File: config.mk
export PLATFORM = sky130hd
export DESIGN_NAME = hazard_hold_ctrl
export DESIGN_NICKNAME = d
export VERILOG_FILES = /design/src/rtl/hazard_hold_ctrl.sv
export SDC_FILE = /design/constraint.sdc
export NUM_CORES = 1
export LEC_CHECK = 0
export ABC_AREA = 1
export BUFFER_PORTS_ARGS = -buffer_cell sky130_fd_sc_hd__buf_2
export CORE_UTILIZATION = 40
export CTS_CLUSTER_DIAMETER = 100
export DETAILED_ROUTE_END_ITERATION = 10
export PLACE_DENSITY = 0.59
export SYNTH_ARGS = -nofsm -noshare
export SYNTH_HDL_FRONTEND = slang
export SYNTH_SLANG_ARGS = --single-unit
File: constraint.sdc
create_clock -name CLK3 -period 2.4 [get_ports CLK3]
set_input_delay 0.6 -clock CLK3 [delete_from_list [all_inputs] [get_ports CLK3]]
set_output_delay 0.6 -clock CLK3 [all_outputs]
set_load 0.01 [all_outputs]
File: src/rtl/hazard_hold_ctrl.sv
// Stage-2 hold generator: scoreboard of pending writes plus multi-cycle countdown.
// Define HAZARD_FWD_EN to bypass write-back slot matches instead of stalling on them.
module hazard_hold_ctrl #(
    parameter int AW    = 4,
    parameter int DEPTH = 3,
    parameter int LW    = 4,
    parameter int CW    = 16
) (
    input  logic          CLK3,
    input  logic          RST_N,
    input  logic [AW-1:0] SRCA2,
    input  logic [AW-1:0] SRCB2,
    input  logic          RDA2,
    input  logic          RDB2,
    input  logic [AW-1:0] DST2,
    input  logic          WE2,
    input  logic          MC2,
    input  logic [LW-1:0] MCLEN2,
    output logic          HOLD,
    output logic [1:0]    CAUSE,
    output logic          FWD_A,
    output logic          FWD_B,
    output logic [CW-1:0] STALL_CNT
);

    localparam logic [LW-1:0] MC_ONE    = LW'(1);
    localparam logic [CW-1:0] STALL_ONE = CW'(1);

    logic [DEPTH-1:0] r_pv;
    logic [AW-1:0]    r_pd [DEPTH];
    logic [LW-1:0]    r_mcnt;
    logic [CW-1:0]    r_stall_cnt;

    logic [DEPTH-1:0] w_match_a;
    logic [DEPTH-1:0] w_match_b;
    logic             w_live_a;
    logic             w_live_b;
    logic             w_haz_a;
    logic             w_haz_b;
    logic             w_fwd_a;
    logic             w_fwd_b;
    logic             w_haz;
    logic             w_mcs;
    logic             w_hold;

    always_comb begin
        w_match_a = '0;
        w_match_b = '0;
        for (int k = 0; k < DEPTH; k++) begin
            w_match_a[k] = r_pv[k] && (r_pd[k] == SRCA2);
            w_match_b[k] = r_pv[k] && (r_pd[k] == SRCB2);
        end
    end

    assign w_live_a = RDA2 && (SRCA2 != '0);
    assign w_live_b = RDB2 && (SRCB2 != '0);

`ifdef HAZARD_FWD_EN
    // Only a write-back-slot match with no younger match can be bypassed.
    assign w_haz_a = w_live_a && (|w_match_a[DEPTH-2:0]);
    assign w_haz_b = w_live_b && (|w_match_b[DEPTH-2:0]);
    assign w_fwd_a = w_live_a && w_match_a[DEPTH-1] && !(|w_match_a[DEPTH-2:0]);
    assign w_fwd_b = w_live_b && w_match_b[DEPTH-1] && !(|w_match_b[DEPTH-2:0]);
`else
    assign w_haz_a = w_live_a && (|w_match_a);
    assign w_haz_b = w_live_b && (|w_match_b);
    assign w_fwd_a = 1'b0;
    assign w_fwd_b = 1'b0;
`endif

    assign w_haz  = w_haz_a || w_haz_b;
    assign w_mcs  = (r_mcnt != '0);
    assign w_hold = w_mcs || w_haz;

    assign HOLD      = w_hold;
    assign CAUSE     = w_mcs ? 2'b10 : (w_haz ? 2'b01 : 2'b00);
    assign FWD_A     = w_fwd_a;
    assign FWD_B     = w_fwd_b;
    assign STALL_CNT = r_stall_cnt;

    always_ff @(posedge CLK3 or negedge RST_N) begin
        if (!RST_N) begin
            r_pv        <= '0;
            for (int k = 0; k < DEPTH; k++) begin
                r_pd[k] <= '0;
            end
            r_mcnt      <= '0;
            r_stall_cnt <= '0;
        end else begin
            for (int k = DEPTH - 1; k >= 1; k--) begin
                r_pv[k] <= r_pv[k-1];
                r_pd[k] <= r_pd[k-1];
            end
            // A held instruction is replaced by a NOP downstream, so it enters as a bubble.
            r_pv[0] <= WE2 && (DST2 != '0) && !w_hold;
            r_pd[0] <= DST2;

            if (w_mcs) begin
                r_mcnt <= r_mcnt - MC_ONE;
            end else if (MC2 && !w_haz) begin
                r_mcnt <= MCLEN2;
            end

            if (w_hold && (r_stall_cnt != '1)) begin
                r_stall_cnt <= r_stall_cnt + STALL_ONE;
            end
        end
    end

endmodule

==> metrics, run 1 <==
H-tree lvl count 2; Area Growth Syn to Fin 18.27%; initial core utilization 42.24%; Die H 75.90 um; Inserted Clock Buffers 5; Synth Area in XOR/XNOR 8.018%; WHS 0.3859 ns; FFs w/ async S/R, synth 100.0%; CORE AREA 0.005172 sq mm; Rel. slew slack 47.33%; pwr/cell area 853.3 mW/mm^2; fraction of layout cells with a size suffix above 1 25.45%; ranking of synthesized cells by area dfrtp_1 40%, nand2_1 14%, nand3_1 5.7%; Mapped Avg Cell Area 7.802 sq um; CTS Sinks 35; die extent in x 75.90 um; first-pass GRT wire length 8093 um; worst min-delay path class in -> async; Simple-Gate Fraction of Synth Area 36.88%; number of fill cells 505; via count 1897; largest net degree at the start of global routing 36; final hold violations 0; Residual DRC 0; Total Routing Usage GR 17.74%; Place WS 0.2083 ns; clk root buf clkbuf_8; WP data required 1.80 ns; commonest cells in the netlist 81 x nand2_1, 35 x dfrtp_1, 28 x nor2_1; Crit Path Class reg -> out; via/cell ratio 4.743; part of the Yosys area used for sequential elements 40.09%; DR WL/cell 12.08 um; initial antenna violation count 0; Crit. End Element output port; Leak Pwr 1.359 nW; CTS Buffer Depth 2; max-cap violations 0; Ant. Diodes 0; Post-Syn Instances 280; Main synth FF type dfrtp_1; largest family of logic cells by synthesized area simple AND/OR/NAND/NOR gates; buffers added on ports 40; fin crit share 93.60%; Clk Latency, worst-skew pair 0.29 ns; final setup fails 0; drt initial violations 54; Site Rows 26; status completed; full die area 0.005761 sq mm; CP Launch Type flip-flop; clock skew 0.007381 ns; number of synthesized flops with an enable pin 0; Seq cells post-synth 35; Fmax achieved 445.1 MHz; Clock transition at path regs 0.08 ns; most frequent cell after synthesis nand2_1; Congestion Overflow GR 0; Synth area leader dfrtp_1; vias in the first global route 1828; DRT Wirelength 4831 um; Cell Area, Synth 0.002185 sq mm; cell count after placement 386; fin nets 353; HPWL Detailed 3591 um; Synth Area in Compound Gates 3.837%; Least-Margin Pin Slew 0.7900 ns; gpl congestion 0.9290; drt pass-1 iters 4; Synth top area share 40.09%; Tmin final 2.246 ns; synthesized-area fraction occupied by adder cells 1.145%; Peak VDD IR 0.0005115 V; Final Max Slew Viols 0; synth unique cells 31; Synth Warn # 0; io pins 43; TritonCTS clock tree yes; final non-filler cell total 400; multiplexer share of the synthesized area 0.4582%; Crit Path Max Fanout 6; DRT antenna net count 0; Final Util 49.95%; Arr. time, crit path 1.65 ns; PnR worst setup slack 0.1535 ns
==> worst max-delay path, cell delays in order (launching register included) <==
cell	delay, ns
dfrtp_1	0.41
inv_1	0.07
ha_1	0.14
inv_1	0.05
nor2_1	0.08
inv_1	0.06
nor2_2	0.14
buf_6	0.14
nand3_4	0.11
buf_6	0.15
==> layer usage <==
layer / vias up / share of wire (%) / GRT usage (%)
li1: 976 / - / -
met4: 0 / 2.0 / 7.500
met2: 36 / 48 / 30.27
met1: 877 / 47 / 21.64
met3: 8 / 3.6 / 3.735
met5: - / 0 / 0
==> cell usage in the layout (no fill, tap or decap) <==
| master | synthesis | layout |
|---|---|---|
| buf_4 | 3 | 8 |
| nand2_4 | 2 | 2 |
| conb_1 | 1 | 2 |
| a21boi_0 | 1 | 1 |
| mux2i_1 | 1 | 1 |
| nand4_1 | 5 | 5 |
| a21oi_1 | 3 | 3 |
| dfrtp_1 | 35 | 35 |
| buf_2 | 1 | 39 |
| inv_2 | 6 | 6 |
| clkinv_2 | 0 | 1 |
| nand3_2 | 10 | 10 |
| nand2_1 | 81 | 81 |
| xnor2_1 | 11 | 11 |
| a21boi_2 | 1 | 1 |
| nor2_1 | 28 | 27 |
| ha_1 | 2 | 2 |
| clkbuf_8 | 0 | 5 |
| or2_2 | 1 | 1 |
| nor4_1 | 2 | 2 |
| nor3_1 | 6 | 6 |
| nor2_2 | 2 | 3 |
| o21ai_0 | 7 | 7 |
| xor2_1 | 9 | 9 |
| bufinv_16 | 0 | 1 |
| nand3_4 | 1 | 1 |
| o21ai_1 | 3 | 3 |
| buf_6 | 2 | 2 |
| nand3_1 | 25 | 25 |
| inv_1 | 26 | 26 |
| nand2_2 | 1 | 1 |
| clkinv_4 | 0 | 1 |
| nor3_4 | 2 | 2 |
==> metrics by stage <==
step,power [mW],instance area (sq um),setup TNS (ns)
after floorplan,1.425,2188,0
after global placement,1.599,2414,0
after detailed placement,1.608,2414,0
after CTS,2.161,2526,0
after global routing,2.358,2584,-0.002010
final,2.205,2584,0
==> flip-flops by register name (all words and copies together), names as in the netlist <==
register and cells:
r_mcnt 4, r_pv 3, r_pd 12, STALL_CNT 16
==> power by group <==
group / internal [mW] / switching, mW
Combinational: 0.367 / 0.454
Sequential: 0.705 / 0.137
Clock: 0.309 / 0.233
==> cell families (layout without fill, tap and decap cells) <==
group                      count (synthesis)  count (layout)
AOI/OAI and AO/OA                         15              15
other                                      1               2
adders and majority gates                  2               2
buffers and inverters                     40              89
xor gates and xnor gates                  20              20
muxes                                      1               1
DFF                                       35              35
and+or+nand+nor                          166             166
==> layout make-up <==
| class | count | area (sq um) | share of cell area [%] |
|---|---|---|---|
| multi-input cells | 206 | 1110 | 42.95 |
| flip-flops and latches | 35 | 875.8 | 33.90 |
| repair buffers | 49 | 277.8 | 10.75 |
| inverters | 32 | 120.1 | 4.649 |
| well taps | 70 | 87.58 | 3.390 |
| clock buffers | 5 | 68.82 | 2.663 |
| clock inverters | 3 | 43.79 | 1.695 |
==> what timing repair did <==
action                     in CTS  in global routing
resized for setup               0                  3
buffers inserted                0                  6
setup endpoints to repair       0                  2
hold buffers                    0                  0
==> final timing paths <==
| kind | startpoint | end | slack, ns | cells past startpoint |
|---|---|---|---|---|
| min | RST_N | STALL_CNT[1]$_DFFE_PN0P_ | 0.39 | 1 |
| max reg2reg | STALL_CNT[0]$_DFFE_PN0P_ | STALL_CNT[12]$_DFFE_PN0P_ | 0.49 | 9 |
| min reg2reg | r_pd[7]$_DFF_PN0_ | r_pd[3]$_DFF_PN0_ | 0.39 | 0 |
| min in group CLK3 | r_pd[7]$_DFF_PN0_ | r_pd[3]$_DFF_PN0_ | 0.39 | 0 |
| max | r_mcnt[0]$_DFFE_PN0P_ | HOLD | 0.15 | 9 |
| max in group asynchronous | RST_N | r_pd[9]$_DFF_PN0_ | 1.52 | 1 |
Note: power is estimated with default switching activity, not from simulation.
==> inputs of run 2 (changes only) <==
- RECOVER_POWER: default -> 25
==> run 2 against run 1 <==
Maximum frequency barely moved. Critical path depth did not move. Core utilization fell by 0.073 points. Combinational power barely moved. Critical path type unchanged. The run now ends with max-capacitance violations, max-slew violations left. First-iteration DRC count did not move. Count of clock-buffer cells in the layout did not move. Flip-flop and latch count did not move. Non-clock buffer count did not move. Final cell count did not move. Die area did not move. Register-to-register slack barely moved. Largest power group unchanged. Clock skew barely moved.
==> metrics, run 2 (synthesis results as in run 1) <==
Clock transition at path regs 0.08 ns; DRT Wirelength 4830 um; via count 1899; r2r setup slk 0.49 ns; drt initial violations 54; die extent in x 75.90 um; HPWL Detailed 3591 um; fin nets 353; Slowest-stage cell, CP dfrtp_1; max-cap violations 1; worst r2r src STALL_CNT[0]$_DFFE_PN0P_; vias in the first global route 1828; FF-to-FF path depth 9; gpl congestion 0.9290; WP data required 1.80 ns; final hold violations 0; Worst R2R End STALL_CNT[12]$_DFFE_PN0P_; Tmin final 2.246 ns; worst min-delay path class reg -> reg; Congestion Overflow GR 0; CTS Buffer Depth 2; internal power 1.381 mW; Switch Pwr 0.8229 mW; Ant. Diodes 0; Least-Margin Pin Slew 1.892 ns; Logic pwr share 37.2%; buffers added on ports 40; Total Routing Usage GR 17.74%; most used cell, CP inv_1; most common cell after layout, fill and taps aside nand2_1; Final Max Slew Viols 36; failing checks max-capacitance violations, max-slew violations; Crit Path Max Fanout 6; pwr/cell area 854.1 mW/mm^2; Rel. slew slack -26.11%; cell count after placement 386; final setup fails 0; Final Util 49.88%; status finished, violations left; clock skew 0.007377 ns; WHS Endpoint r_pd[3]$_DFF_PN0_; Site Rows 26; PnR worst setup slack 0.1543 ns; io pins 43; Residual DRC 0; final non-filler cell total 400; DRT antenna net count 0; Clk Latency, worst-skew pair 0.29 ns; CORE AREA 0.005172 sq mm; Clk pwr share 24.6%; Die H 75.90 um; most frequent cells in the layout 81 x nand2_1, 36 x buf_2, 35 x dfrtp_1; Sequential Power Share 38.2%; Peak VDD IR 0.0005114 V; H-tree lvl count 2; initial antenna violation count 0; CP Launch Type flip-flop; Area Growth Syn to Fin 18.10%; Fmax achieved 445.3 MHz; TritonCTS clock tree yes; max reg flops 16; highest cell delay on the worst timing path 0.41 ns; Crit Path Class reg -> out; initial core utilization 42.24%; Setup TNS Final 0 ns; largest net degree at the start of global routing 36; CTS Sinks 35; via/cell ratio 4.748; critical-path cell list inv_1, ha_1, inv_1, nor2_1, inv_1, nor2_2, buf_6, nand3_4, buf_6; DR WL/cell 12.08 um; switch share 37.34%; Hold Path Stages 0; fraction of layout cells with a size suffix above 1 24.55%; Arr. time, crit path 1.65 ns; drt pass-1 iters 4; critical path launch point r_mcnt[0]$_DFFE_PN0P_; fin crit share 93.57%; clk root buf clkbuf_8; Leak Pwr 1.351 nW; first-pass GRT wire length 8093 um; Inserted Clock Buffers 5; hold path startpoint r_pd[7]$_DFF_PN0_; # hold bufs at CTS 0; Crit. End Element output port; Place WS 0.2083 ns; full die area 0.005761 sq mm
## run 2: cell count changes in the layout (fill, tap and decap cells not counted), sizes merged
| cell | change |
|---|---|
| buf | -3 |
| clkbuf | +3 |
## run 2: timing repair
action | CTS | global route
gates resized for setup | 0 | 3
endpoints found under the setup margin | 0 | 2
setup buffers | 0 | 6
## run 2: power by group through the flow
stage	registers, mW	clock network (mW)	logic, mW
after floorplan	0.846	0	0.579
after global placement	0.852	0	0.747
after detailed placement	0.849	0	0.759
after CTS	0.840	0.561	0.759
after global routing	0.859	0.580	0.918
final	0.841	0.542	0.820
## run 2: critical path: cells and delay by family (launching register included)
family | cells | cell delay [ns]
flip-flops | 1 | 0.41
adder cells (fa/ha/maj) | 1 | 0.14
AND/OR/NAND/NOR | 3 | 0.33
buffers and inverters | 5 | 0.47
## run 2: through the flow
stage | power (mW) | hold slack [ns] | area [sq um]
final | 2.204 | 0.3859 | 2580
after global routing | 2.357 | 0.3955 | 2580
after CTS | 2.161 | 0.3898 | 2526
after detailed placement | 1.608 | 0.3703 | 2414
after global placement | 1.599 | 0.3658 | 2414
after floorplan | 1.425 | 0.3044 | 2188
## run 2: worst max path at each step
| stage | endpoint | slack, ns |
|---|---|---|
| final | HOLD | 0.15 |
| after global routing | CAUSE[0] | -0.002 |
| after CTS | HOLD | 0.06 |
| after detailed placement | CAUSE[0] | 0.21 |
| after global placement | CAUSE[0] | 0.17 |
| after floorplan | HOLD | 0.35 |
## run 2: final cells by class
| class | count | area, sq um |
|---|---|---|
| flip-flops and latches | 35 | 875.8 |
| clock buffers | 5 | 68.82 |
| clock inverters | 3 | 43.79 |
| fillers | 507 | 2592 |
| inverters | 32 | 120.1 |
| well taps | 70 | 87.58 |
| multi-input cells | 206 | 1110 |
| repair buffers | 49 | 274.0 |
## run 2: layer usage
layer / vias to the layer above / routed length [um] / track usage [%]
met5: - / 0 / 0
met4: 0 / 97 / 7.500
met3: 8 / 174 / 3.735
met2: 36 / 2308 / 30.27
met1: 880 / 2249 / 21.64
li1: 975 / - / -
